==> src/rtl/ahb3lite_interconnect_slave_arbiter_pkg.sv <==
// Shared types for the AHB3-Lite multi-layer switch: per-slave arbiter
// state encoding and the master priority type.
package ahb3lite_pkg;

  typedef enum logic [1:0] {
    ARB_IDLE   = 2'd0,
    ARB_OWNED  = 2'd1,
    ARB_LOCKED = 2'd2
  } arb_state_t;

  typedef logic [2:0] ahb_prio_t;

endpackage

==> src/rtl/ahb3lite_interconnect_rr_select.sv <==
// Combinational winner selection: the highest priority requester wins, and
// ties go to the first requester found searching upward from rr_ptr+1.
module ahb3lite_interconnect_rr_select
  import ahb3lite_pkg::*;
#(
  parameter  int MASTERS  = 3,
  localparam int MST_BITS = $clog2(MASTERS)
) (
  input  logic [MASTERS-1:0]             req,
  input  ahb_prio_t [MASTERS-1:0]        prio,
  input  logic [MST_BITS-1:0]            rr_ptr,
  output logic [MST_BITS-1:0]            winner_idx,
  output logic                           winner_valid
);

  int        cand;
  ahb_prio_t best_prio;

  // Visiting candidates in round-robin order with a strict '>' lets the
  // earliest candidate in that order keep a tie.
  always_comb begin
    winner_idx   = '0;
    winner_valid = 1'b0;
    best_prio    = '0;
    cand         = 0;
    for (int k = 1; k <= MASTERS; k++) begin
      cand = int'(rr_ptr) + k;
      if (cand >= MASTERS) cand = cand - MASTERS;
      if (req[cand] && (!winner_valid || (prio[cand] > best_prio))) begin
        winner_valid = 1'b1;
        winner_idx   = MST_BITS'(cand);
        best_prio    = prio[cand];
      end
    end
  end

endmodule

==> src/rtl/ahb3lite_interconnect_slave_arbiter.sv <==
// Per-slave arbiter of the AHB3-Lite multi-layer switch. It grants one master
// ownership of the slave and changes the grant only at legal transfer boundaries.
module ahb3lite_interconnect_slave_arbiter
  import ahb3lite_pkg::*;
#(
  parameter  int MASTERS  = 3,
  localparam int MST_BITS = $clog2(MASTERS)
) (
  input  logic                    HRESETn,
  input  logic                    HCLK,
  input  logic [MASTERS-1:0]      mst_req,
  input  ahb_prio_t [MASTERS-1:0] mst_priority,
  input  logic [MASTERS-1:0]      mst_can_switch,
  input  logic [MASTERS-1:0]      mst_HMASTLOCK,
  input  logic                    slv_HREADY,
  output logic [MASTERS-1:0]      mst_granted,
  output logic [MST_BITS-1:0]     granted_idx,
  output logic                    grant_valid
);

  arb_state_t          state_q, state_d;
  logic [MASTERS-1:0]  grant_q, grant_d;
  logic [MST_BITS-1:0] idx_q, idx_d;
  logic [MST_BITS-1:0] rr_ptr_q, rr_ptr_d;

  logic [MST_BITS-1:0] winner_idx;
  logic                winner_valid;
  logic                owner_req, owner_lock, owner_can_switch, switch_ok;

  ahb3lite_interconnect_rr_select #(.MASTERS(MASTERS)) u_select (
    .req          (mst_req),
    .prio         (mst_priority),
    .rr_ptr       (rr_ptr_q),
    .winner_idx   (winner_idx),
    .winner_valid (winner_valid)
  );

  assign owner_req        = mst_req[idx_q];
  assign owner_lock       = mst_HMASTLOCK[idx_q];
  assign owner_can_switch = mst_can_switch[idx_q];
  assign switch_ok        = slv_HREADY && !owner_lock && (owner_can_switch || !owner_req);

  always_comb begin
    state_d  = state_q;
    grant_d  = grant_q;
    idx_d    = idx_q;
    rr_ptr_d = rr_ptr_q;
    case (state_q)
      ARB_IDLE: begin
        if (winner_valid) begin
          state_d  = ARB_OWNED;
          grant_d  = MASTERS'(1) << winner_idx;
          idx_d    = winner_idx;
          rr_ptr_d = winner_idx;
        end
      end
      ARB_OWNED, ARB_LOCKED: begin
        if (state_q == ARB_OWNED && slv_HREADY && owner_req && owner_lock) begin
          state_d = ARB_LOCKED;
        end else if (state_q == ARB_OWNED || (slv_HREADY && !owner_lock)) begin
          state_d = ARB_OWNED;
          // A locked owner that releases is evaluated in the same cycle.
          if (switch_ok) begin
            if (!winner_valid) begin
              state_d = ARB_IDLE;
              grant_d = '0;
            end else if (winner_idx != idx_q) begin
              grant_d  = MASTERS'(1) << winner_idx;
              idx_d    = winner_idx;
              rr_ptr_d = winner_idx;
            end
          end
        end
      end
      default: begin
        state_d = ARB_IDLE;
        grant_d = '0;
      end
    endcase
  end

  always_ff @(posedge HCLK or negedge HRESETn) begin
    if (!HRESETn) begin
      state_q  <= ARB_IDLE;
      grant_q  <= '0;
      idx_q    <= '0;
      rr_ptr_q <= MST_BITS'(MASTERS - 1);
    end else begin
      state_q  <= state_d;
      grant_q  <= grant_d;
      idx_q    <= idx_d;
      rr_ptr_q <= rr_ptr_d;
    end
  end

  assign mst_granted = grant_q;
  assign granted_idx = idx_q;
  assign grant_valid = |grant_q;

endmodule
==> config.mk <==
export PLATFORM = sky130hd
export DESIGN_NAME = ahb3lite_interconnect_slave_arbiter
export DESIGN_NICKNAME = d
export VERILOG_FILES = /design/src/rtl/ahb3lite_interconnect_slave_arbiter_pkg.sv /design/src/rtl/ahb3lite_interconnect_rr_select.sv /design/src/rtl/ahb3lite_interconnect_slave_arbiter.sv
export SDC_FILE = /design/constraint.sdc
export NUM_CORES = 1
export LEC_CHECK = 0
export CAP_MARGIN = 20
export CORE_MARGIN = 3
export CORE_UTILIZATION = 36
export DETAILED_ROUTE_END_ITERATION = 10
export GPL_ROUTABILITY_DRIVEN = 0
export HOLD_SLACK_MARGIN = 0.08
export PLACE_DENSITY_LB_ADDON = 0.08
export SLEW_MARGIN = 20
export SYNTH_ARGS = -nofsm -noshare
export SYNTH_HDL_FRONTEND = slang
export SYNTH_SLANG_ARGS = --single-unit
==> constraint.sdc <==
create_clock -name HCLK -period 4.3 [get_ports HCLK]
set_input_delay 0.86 -clock HCLK [delete_from_list [all_inputs] [get_ports HCLK]]
set_output_delay 0.86 -clock HCLK [all_outputs]
set_load 0.01 [all_outputs]
==> results of run 1 <==
-- cells in the mapped netlist (5+ instances only) --
library cell  instances  share of area
nor2_1               18          0.049
o21ai_0              15          0.055
ha_1                 13           0.12
mux2_2               11          0.090
inv_1                10          0.027
dfrtp_1               7           0.13
mux2i_1               7          0.051
a21oi_1               6          0.022
nand2_1               6          0.016
nand2b_1              5          0.023
-- cell families (layout without fill, tap and decap cells) --
| kind of cell | after synthesis | count (layout) | synth area share |
|---|---|---|---|
| and+or+nand+nor | 51 | 51 | 0.201 |
| AOI/OAI and AO/OA | 48 | 48 | 0.271 |
| muxes | 22 | 22 | 0.177 |
| buffers and inverters | 18 | 85 | 0.0713 |
| adders and majority gates | 13 | 13 | 0.119 |
| DFF | 8 | 8 | 0.147 |
| xor gates and xnor gates | 2 | 2 | 0.0128 |
-- worst max-delay path, stage by stage, from the launching register on --
cell and delay (ns):
dfstp_2 0.57, inv_2 0.06, ha_4 0.27, buf_6 0.15, buf_4 0.13, and3_1 0.17
o21ai_2 0.23, ha_4 0.25, nor2_1 0.16, a31oi_2 0.06, and2_4 0.16, o21ai_4 0.20
nand2_2 0.08, o21ai_2 0.05, ha_1 0.25, nor2b_1 0.13, o21ai_1 0.16, a32oi_2 0.09
o21bai_2 0.20, o21ai_1 0.09, a311oi_2 0.35, nor3_4 0.11, mux2_4 0.31
-- per-stage QoR --
step                      std cells  worst slack (ns)  power, uW  utilization  instance area (sq um)
after floorplan                 162           -0.0129        953            -                   1420
after global placement          254            -0.350       1310        0.536                   1870
after detailed placement        254            -0.408       1330        0.536                   1870
after CTS                       269            0.0135       1550        0.585                   2040
after global routing            275            -0.310       2030        0.633                   2210
final                           275           -0.0373       1880        0.633                   2210
-- power breakdown --
group / total (uW) / switching [uW] / internal, uW
clock network: 92.1 / 28.0 / 64.1
logic: 1650 / 779 / 871
registers: 136 / 31.7 / 104
-- what timing repair did --
item	in CTS	in global routing
setup buffers	11	6
pin swaps	16	2
endpoints found under the setup margin	5	5
gates resized for setup	22	27
-- worst max-delay path by stage --
stage,to,slack [ns],depth (start not counted)
2_1_floorplan,mst_granted[0],-0.01,21
3_3_place_gp,mst_granted[2],-0.35,20
3_5_place_dp,mst_granted[0],-0.41,18
4_1_cts,mst_granted[0],0.01,20
5_1_grt,mst_granted[0],-0.31,22
6_report,mst_granted[1],-0.04,22
-- flip-flops by register name, indices dropped and copies added (netlist names) --
signal       count
mst_granted      3
granted_idx      2
state_q          2
rr_ptr_q         1
-- per-layer routing --
metal / vias to the layer above / track usage / routed length, um
li1: 727 / - / -
met3: 8 / 0.0183 / 126
met1: 715 / 0.226 / 1740
met5: - / 0 / 0
met2: 31 / 0.317 / 2340
met4: 0 / 0.0582 / 48
-- layout make-up --
class / count / area [sq um]
clock buffers: 4 / 45.0
fillers: 300 / 1280
inverters: 10 / 37.5
multi-input cells: 136 / 1270
flip-flops and latches: 8 / 201
well taps: 46 / 57.6
repair buffers: 71 / 602
==> key figures, run 1 <==
Synthesis
  • Post-Synthesis Mean Instance Area: approximately 8.4 sq um
  • Synth unique cells: 57
  • Seq/Total Area, Yosys: 0.147
  • FF+latch count, synth: 8
  • Ys Warns: 0
  • Top_reg_cell synth: dfrtp_1
  • Post-synth EDFFs: 0
  • Syn Inst Count: 162
  • Syn_nets: approximately 200
  • Post-Syn Area: 1370 sq um
  • Asr flop ratio synth: 1.00

Cells and area
  • N_diodes: 0
  • Most common cell after layout, fill and taps aside: buf_4
  • Nets: approximately 260
  • Fraction of layout cells with a size suffix above 1: 0.459
  • Area grow syn2layout: 61.6%
  • Most frequent cells in the layout: buf_4, clkdlybuf4s50_1, nor2_1, mux2_2, dlygate4sd2_1

Hold path
  • Hold Path Depth: 1
  • HP Class: flop to flop
  • WHS Endpoint: mst_granted[0]
  • Hold path startpoint: mst_granted[0]

Setup path
  • Kind of critical path: flop to flop
  • RR Endpoint: mst_granted[1]
  • Crit path max fanout: 7
  • Reg-to-reg critical path startpoint: rr_ptr_q[1]
  • WP data arrival: between 4 and 5 ns
  • Cell count of the worst reg-to-reg path: 22
  • CP endpoint kind: flop
  • Worst endpoint required time: approximately 4.4 ns
  • CP startpoint: rr_ptr_q[1]
  • Reg-to-reg slack, setup: -0.04 ns
  • Crit path launch type: flop

Global routing
  • First-pass GRT wire length: 6460 um
  • Total Routing Usage GR: 0.180
  • Initial antenna violation count: 0
  • Number of global-route vias before repair: between 1,000 and 1,500
  • Largest net degree at the start of global routing: 11
  • Grt ovf: 0

Status
  • Status: finished with violations
  • Failing checks: setup timing

Clocking
  • Clk Latency, worst-skew pair: 0.23 ns
  • Root Buffer: clkbuf_8
  • Clk buf depth: 2
  • Hold-fix buffers at CTS: 0
  • CTS tree: built
  • CTS Sinks: 8
  • CTS Buf Count: 3
  • Number of H-tree levels: 1
  • Clock-pin slew on the worst setup and hold paths: 0.04 ns

Die
  • Top Ports: 27
  • FP Rows: 21
  • Die height: 67.7 um
  • CORE AREA: between 3000 and 4000 sq um
  • Starting Density: 0.392
  • Die Wd: 67.7 um
  • Die Area: 4580 sq um

Placement
  • Number of port buffers: 26
  • Hpwl dp: 2890 um

Route
  • Drt pass-1 iters: 4
  • Via count: 1,481
  • Via density: between 5 and 6
  • WL per Instance: around 15 um
  • Routed wire length: 4260 um
  • Number of DRC markers in iteration 0: 56
  • Residual DRC count: 0
  • Routed Antenna Nets: 0

STA
  • RSZ-0062 raised after global routing: yes
  • Setup Skew: between 0.003 and 0.004 ns
  • Max Freq: approximately 230 MHz
  • Setup violations, final: 3
  • Setup_tns: -0.111 ns
  • Max-slew violations: 0
  • Endpoints failing hold: 0
  • Min Clock Period, post-route: 4.34 ns
  • Worst setup margin: -0.0373 ns
  • Period utilization: 1.01
  • Max_slew headroom: 0.670
  • Worst Max-Slew Pin Slew: 0.491 ns
  • Hold Slack: 0.554 ns

Pwr
  • Peak supply drop: 0.623 mV
  • Power per cell area: ~850 nW/um^2
  • Lkg Pwr: 0.000968 uW

Job
  • MaxCap Viol Count: 0
(Power assumes the default switching activity.)
==> run 2: changes to the inputs <==
--- a/config.mk
+++ b/config.mk
@@ -7,7 +7,7 @@
 export LEC_CHECK = 0
 export CAP_MARGIN = 20
 export CORE_MARGIN = 3
-export CORE_UTILIZATION = 36
+export CORE_UTILIZATION = 47
 export DETAILED_ROUTE_END_ITERATION = 10
 export GPL_ROUTABILITY_DRIVEN = 0
 export HOLD_SLACK_MARGIN = 0.08
==> key figures, run 2 (same netlist as run 1, synthesis figures left out) <==
Route
  • Drt pass-1 iters: 4 (unchanged)
  • Routed Antenna Nets: 0 (unchanged)
  • WL per Instance: 15.3 um (-1.2%)
  • Residual DRC count: 0 (unchanged)
  • Via density: 5.63 (+4.6%)
  • Via count: 1,442 (-2.6%)
  • Routed wire length: 3910 um (-8.0%)
  • Number of DRC markers in iteration 0: 58 (+3.6%)

Setup path
  • Crit-path max cell delay: 0.56 ns (about the same)
  • WP data arrival: 4.76 ns (+0.31 ns)
  • CP max stage cell: dfstp_2
  • Worst endpoint required time: 4.44 ns (+0.03 ns)
  • Kind of critical path: flop to flop
  • Count of buffer and inverter cells on the critical path: 4 (+1)
  • Cell count of the worst reg-to-reg path: 21 (-4.5%)
  • Reg-to-reg slack, setup: -0.32 ns (-0.28 ns)
  • Reg-to-reg critical path startpoint: rr_ptr_q[1]
  • Top delay family on crit path: compound AO/OA/AOI/OAI gates
  • Crit path launch type: flop
  • CP endpoint kind: flop
  • CP startpoint: rr_ptr_q[1]
  • Critical Path, Cell by Cell: inv_2, ha_4, buf_12, mux2i_1, nor2_1, o21ai_2, ha_1, a211o_1, and2_4, o21ai_4, buf_4, nand2_1, o21ai_0, ha_1, a32oi_2, o21bai_2, buf_4, nor2_2, a2111oi_4, nor3_2, mux2_1
  • RR Endpoint: mst_granted[1]
  • Crit path max fanout: 7 (unchanged)

Hold path
  • HP Class: flop to flop
  • WHS Endpoint: mst_granted[2]
  • Hold Path Depth: 1 (unchanged)
  • Hold path startpoint: mst_granted[2]

STA
  • Max_slew headroom: 0.684 (+0.0141)
  • Setup_tns: -1.15 ns (-1.04 ns)
  • Setup Skew: 0.00821 ns (+0.00436 ns)
  • Endpoints failing hold: 0 (unchanged)
  • Period utilization: 1.07 (+0.0659)
  • RSZ-0062 raised after global routing: yes
  • Worst setup margin: -0.321 ns (-0.283 ns)
  • Max Freq: 216 MHz (-6.1%)
  • Setup violations, final: 5 (+2)
  • Worst Max-Slew Pin Slew: 0.470 ns (-0.0210 ns)
  • Min Clock Period, post-route: 4.62 ns (+0.283 ns)
  • Max-slew violations: 0 (unchanged)

Placement
  • DP Cell Count: 232 (-8.7%)
  • Hpwl dp: 2770 um (-4.2%)
  • Number of port buffers: 26 (unchanged)
  • Post-DP Area: 1810 sq um (-3.5%)

Global routing
  • First-pass GRT wire length: 6160 um (-4.6%)
  • Number of global-route vias before repair: 1,446 (-2.4%)
  • Initial antenna violation count: 0 (unchanged)
  • Grt ovf: 0 (unchanged)
  • Total Routing Usage GR: 0.227 (+0.0467)
  • Largest net degree at the start of global routing: 16 (+5)

Cells and area
  • Fill cell count: 165 (-45%)
  • Most common cell after layout, fill and taps aside: buf_4
  • Layout Cells excl Fill: 256 (-6.9%)
  • Area grow syn2layout: 56.4%
  • Nets: 261 (-1.1%)
  • Largest register FFs: 3 (unchanged)
  • N_diodes: 0 (unchanged)
  • Most frequent cells in the layout: buf_4, clkdlybuf4s50_1, nor2_1, mux2_2
  • Post-route cell area: 2140 sq um (-3.2%)
  • Fraction of layout cells with a size suffix above 1: 0.442 (-0.0160)

Die
  • FP Rows: 18 (-14%)
  • Die height: 60.0 um (-11%)
  • Top Ports: 27 (unchanged)
  • CORE AREA: 2610 sq um (-25%)
  • Die Area: 3600 sq um (-21%)
  • Die Wd: 60.0 um (-11%)
  • Starting Density: 0.524 (+0.132)

Pwr
  • Peak supply drop: 0.671 mV (+7.7%)
  • Power per cell area: 821 nW/um^2 (-3.3%)
  • Lkg Pwr: 0.000952 uW (-1.7%)

Clocking
  • Number of H-tree levels: 1 (unchanged)
  • CTS tree: built
  • CTS Sinks: 8 (unchanged)
  • Clk Latency, worst-skew pair: 0.26 ns (+0.03 ns)
  • Root Buffer: clkbuf_4
  • CTS Buf Count: 3 (unchanged)
  • Clk buf depth: 2 (unchanged)
  • Clock-pin slew on the worst setup and hold paths: 0.05 ns (about the same)

Status
  • Status: finished with violations
  • Failing checks: setup timing

Job
  • MaxCap Viol Count: 0 (unchanged)
[run 2: changes by cell type in the layout (fill, tap and decap cells not counted), moves of 3 or more]
cell | previous run | this run
clkbuf_8 | 3 | 0
clkbuf_4 | 0 | 3
clkdlybuf4s50_1 | 17 | 20
buf_6 | 4 | 1
dlygate4sd2_1 | 9 | 4
[run 2: what timing repair did]
action / CTS / global route
buffers inserted: 14 / 6
cloned: 0 / 0
hold buffers: 0 / 0
pin swaps: 15 / 14
resized for setup: 11 / 24
endpoints found under the setup margin: 5 / 5
[run 2: metal layers]
metal	GRT usage	part of all wire
met5	0	0
met4	0.123	0.025
met3	0.0194	0.025
met2	0.377	0.49
met1	0.286	0.46
[run 2: how the worst max path moves through the flow]
| stage | end | depth (start not counted) | slack (ns) |
|---|---|---|---|
| final | mst_granted[1] | 21 | -0.32 |
| after CTS | mst_granted[0] | 22 | -0.01 |
| after detailed placement | mst_granted[0] | 19 | -0.51 |
| after floorplan | mst_granted[0] | 21 | -0.01 |
| after global routing | mst_granted[1] | 22 | -0.53 |
| after global placement | mst_granted[0] | 20 | -0.43 |
[run 2: final cells by class]
class	instances	area (sq um)	area share
sequential	8	201	0.0941
timing repair buffer	68	604	0.282
inverter	10	37.5	0.0175
tap	30	37.5	0.0175
clock buffer	4	26.3	0.0123
multi-input combinational	136	1230	0.576
[run 2: power breakdown]
part           switching [uW]  leakage (uW)  internal (uW)
Combinational             741      0.000838            825
Sequential               27.6     0.0000995            104
Clock                    24.2     0.0000150           35.4
[run 2: through the flow]
step | utilization | total power, uW | setup slack [ns] | hold slack, ns
4_1_cts | 0.758 | 1510 | -0.0109 | 0.525
2_1_floorplan | - | 953 | -0.0129 | 0.510
5_1_grt | 0.819 | 1890 | -0.534 | 0.541
3_5_place_dp | 0.693 | 1310 | -0.506 | 0.508
3_3_place_gp | 0.693 | 1280 | -0.433 | 0.501
6_report | 0.819 | 1760 | -0.321 | 0.521
==> run 3: changes to the inputs <==
--- a/config.mk
+++ b/config.mk
@@ -7,7 +7,7 @@
 export LEC_CHECK = 0
 export CAP_MARGIN = 20
 export CORE_MARGIN = 3
-export CORE_UTILIZATION = 47
+export CORE_UTILIZATION = 50
 export DETAILED_ROUTE_END_ITERATION = 10
 export GPL_ROUTABILITY_DRIVEN = 0
 export HOLD_SLACK_MARGIN = 0.08
==> constraint.sdc (replaced) <==
create_clock -name HCLK -period 5.4 [get_ports HCLK]
set_input_delay 1.08 -clock HCLK [delete_from_list [all_inputs] [get_ports HCLK]]
set_output_delay 1.08 -clock HCLK [all_outputs]
set_load 0.01 [all_outputs]
==> key figures, run 3 (same netlist as run 1, synthesis figures left out) <==
Status
  • Status: finished clean

Pwr
  • Pwr Total: 955 uW (-46%)
  • Power per cell area: 567 nW/um^2 (-31%)
  • Sw Share: 0.498 (+0.0468)
  • Peak supply drop: 0.396 mV (-41%)
  • Clock power share: 0.047 (+0.013)
  • Seq pwr share: 0.108 (+0.033)
  • Psw: 476 uW (-40%)
  • Logic pwr share: 0.845 (-0.046)
  • Lkg Pwr: 0.000728 uW (-24%)
  • Internal power: 480 uW (-50%)

Clocking
  • Post-CTS sizing: 0 (-11)
  • Root Buffer: clkbuf_4
  • Post-CTS setup buffers: 0 (-14)
  • Clk buf depth: 2 (unchanged)
  • CTS Buf Count: 3 (unchanged)
  • CTS Sinks: 8 (unchanged)
  • Clock-pin slew on the worst setup and hold paths: 0.05 ns (about the same)
  • CTS tree: built
  • Number of H-tree levels: 1 (unchanged)
  • Hold-fix buffers at CTS: 0 (unchanged)
  • Clk Latency, worst-skew pair: 0.25 ns (about the same)

STA
  • Setup Skew: 0.00819 ns (-0.0000285 ns)
  • Setup violations, final: 0 (-5)
  • Endpoints failing hold: 0 (unchanged)
  • RSZ-0062 raised after global routing: no
  • Max Freq: 200 MHz
  • Worst Max-Slew Pin Slew: 0.457 ns (-0.0134 ns)
  • Max-slew violations: 0 (unchanged)
  • Max_slew headroom: 0.693 (+0.00881)
  • Min Clock Period, post-route: about 5 ns
  • Period utilization: 0.927

Setup path
  • Top delay family on crit path: compound AO/OA/AOI/OAI gates
  • Cell count of the worst reg-to-reg path: 21 (unchanged)
  • RR Endpoint: mst_granted[2]
  • Critical Path, Cell by Cell: clkdlybuf4s50_1, mux2i_1, o2bb2ai_2, o21ai_0, ha_1, a211o_1, and2_1, o21ai_0, buf_4, nand2_1, o21ai_0, ha_1, nor2b_1, o21ai_0, a32oi_1, o21bai_2, nor2_1, a2111oi_2, nor3_2, mux2_1
  • CP endpoint kind: flop
  • Reg-to-reg slack, setup: 0.45 ns (+0.77 ns)
  • WP data arrival: 5.13 ns (+0.37 ns)
  • Most common cell on crit path: o21ai_0
  • Crit path launch type: input pin
  • Kind of critical path: input pin to flop
  • Crit path max fanout: 6 (-1)
  • Reg-to-reg critical path startpoint: rr_ptr_q[1]
  • Worst endpoint required time: 5.53 ns (+1.09 ns)
  • CP max stage cell: clkdlybuf4s50_1
  • Crit-path max cell delay: 0.49 ns (-0.07 ns)
  • Count of buffer and inverter cells on the critical path: 2 (-2)

Cells and area
  • N_diodes: 0 (unchanged)
  • Post-route cell area: 1690 sq um (-21%)
  • Fraction of layout cells with a size suffix above 1: 0.201 (-0.241)
  • Largest register FFs: 3 (unchanged)
  • Area grow syn2layout: 23.1%
  • Most frequent cells in the layout: clkdlybuf4s50_1, nor2_1, o21ai_0, ha_1, mux2_2
  • Fill cell count: 224 (+36%)
  • Nets: 224 (-14%)
  • Most common cell after layout, fill and taps aside: clkdlybuf4s50_1

Die
  • Top Ports: 27 (unchanged)
  • Die height: 58.3 um (-2.7%)
  • FP Rows: 18 (unchanged)
  • Die Area: 3400 sq um (-5.4%)
  • Die Wd: 58.3 um (-2.7%)
  • CORE AREA: 2540 sq um (-2.6%)
  • Starting Density: 0.538 (+0.0139)

Global routing
  • Grt ovf: 0 (unchanged)
  • Initial antenna violation count: 0 (unchanged)
  • Total Routing Usage GR: 0.201 (-0.0254)
  • First-pass GRT wire length: 5390 um (-13%)
  • Number of global-route vias before repair: 1,252 (-13%)
  • Largest net degree at the start of global routing: 21 (+5)

Hold path
  • WHS Endpoint: mst_granted[1]
  • Hold path startpoint: mst_granted[1]
  • HP Class: flop to flop
  • Hold Path Depth: 1 (unchanged)

Route
  • WL per Instance: 14.6 um (-4.2%)
  • Via count: 1,298 (-10%)
  • Number of DRC markers in iteration 0: 86 (+48%)
  • Via density: 5.93 (+5.2%)
  • Residual DRC count: 0 (unchanged)
  • Drt pass-1 iters: 4 (unchanged)
  • Routed Antenna Nets: 0 (unchanged)
  • Routed wire length: 3210 um (-18%)

Placement
  • Hpwl dp: 2580 um (-6.6%)
  • Number of port buffers: 26 (unchanged)
  • Post-DP Area: 1640 sq um (-9.1%)

Job
  • MaxCap Viol Count: 0 (unchanged)
==> run 3: power by group through the flow <==
stage	logic [uW]	registers [uW]	clock network (uW)
after floorplan	609	102	0
after global placement	769	103	0
after detailed placement	784	104	0
after CTS	788	103	48.0
after global routing	894	107	52.9
final	807	103	45.3
==> run 3: worst max path at each step <==
| stage | startpoint | endpoint | slack, ns | cells after the start |
|---|---|---|---|---|
| after floorplan | rr_ptr_q[1] | mst_granted[0] | 0.69 | 21 |
| after global placement | mst_req[0] | mst_granted[0] | 0.01 | 20 |
| after detailed placement | mst_req[0] | mst_granted[2] | -0.1 | 20 |
| after CTS | rr_ptr_q[1] | mst_granted[2] | 0.14 | 21 |
| after global routing | rr_ptr_q[1] | mst_granted[2] | 0.08 | 21 |
| final | mst_req[1] | mst_granted[2] | 0.40 | 20 |
==> run 3: area by class of cell <==
type	count	area, sq um	share of cell area
clock buffer	4	26.3	0.0156
timing repair buffer	31	300	0.178
inverter	10	37.5	0.0223
sequential	8	201	0.120
multi-input combinational	136	1080	0.642
tap	30	37.5	0.0223
==> run 3: metal layers <==
| layer | up-vias | global-route usage | wire length (um) |
|---|---|---|---|
| li1 | 653 | - | - |
| met1 | 609 | 0.254 | 1470 |
| met2 | 32 | 0.348 | 1600 |
| met3 | 4 | 0.0197 | 108 |
| met4 | 0 | 0.0828 | 26 |
| met5 | - | 0 | 0 |
==> run 3: worst reg2reg max path, delay by kind of cell, from the launching register on <==
| kind | cells | cell delay (ns) |
|---|---|---|
| adders and majority gates | 3 | 1.19 |
| buffers and inverters | 2 | 0.22 |
| DFF | 1 | 0.56 |
| and+or+nand+nor | 5 | 0.55 |
| AOI/OAI and AO/OA | 9 | 1.80 |
| muxes | 2 | 0.48 |
==> run 3: metrics by stage <==
step	hold slack, ns	setup WS [ns]	utilization	TNS [ns]	cells
5_1_grt	0.551	0.0830	0.662	0	219
3_3_place_gp	0.505	0.0103	0.646	0	215
6_report	0.517	0.396	0.662	0	219
3_5_place_dp	0.510	-0.0973	0.646	-0.286	215
2_1_floorplan	0.505	0.686	-	0	162
4_1_cts	0.523	0.136	0.656	0	219
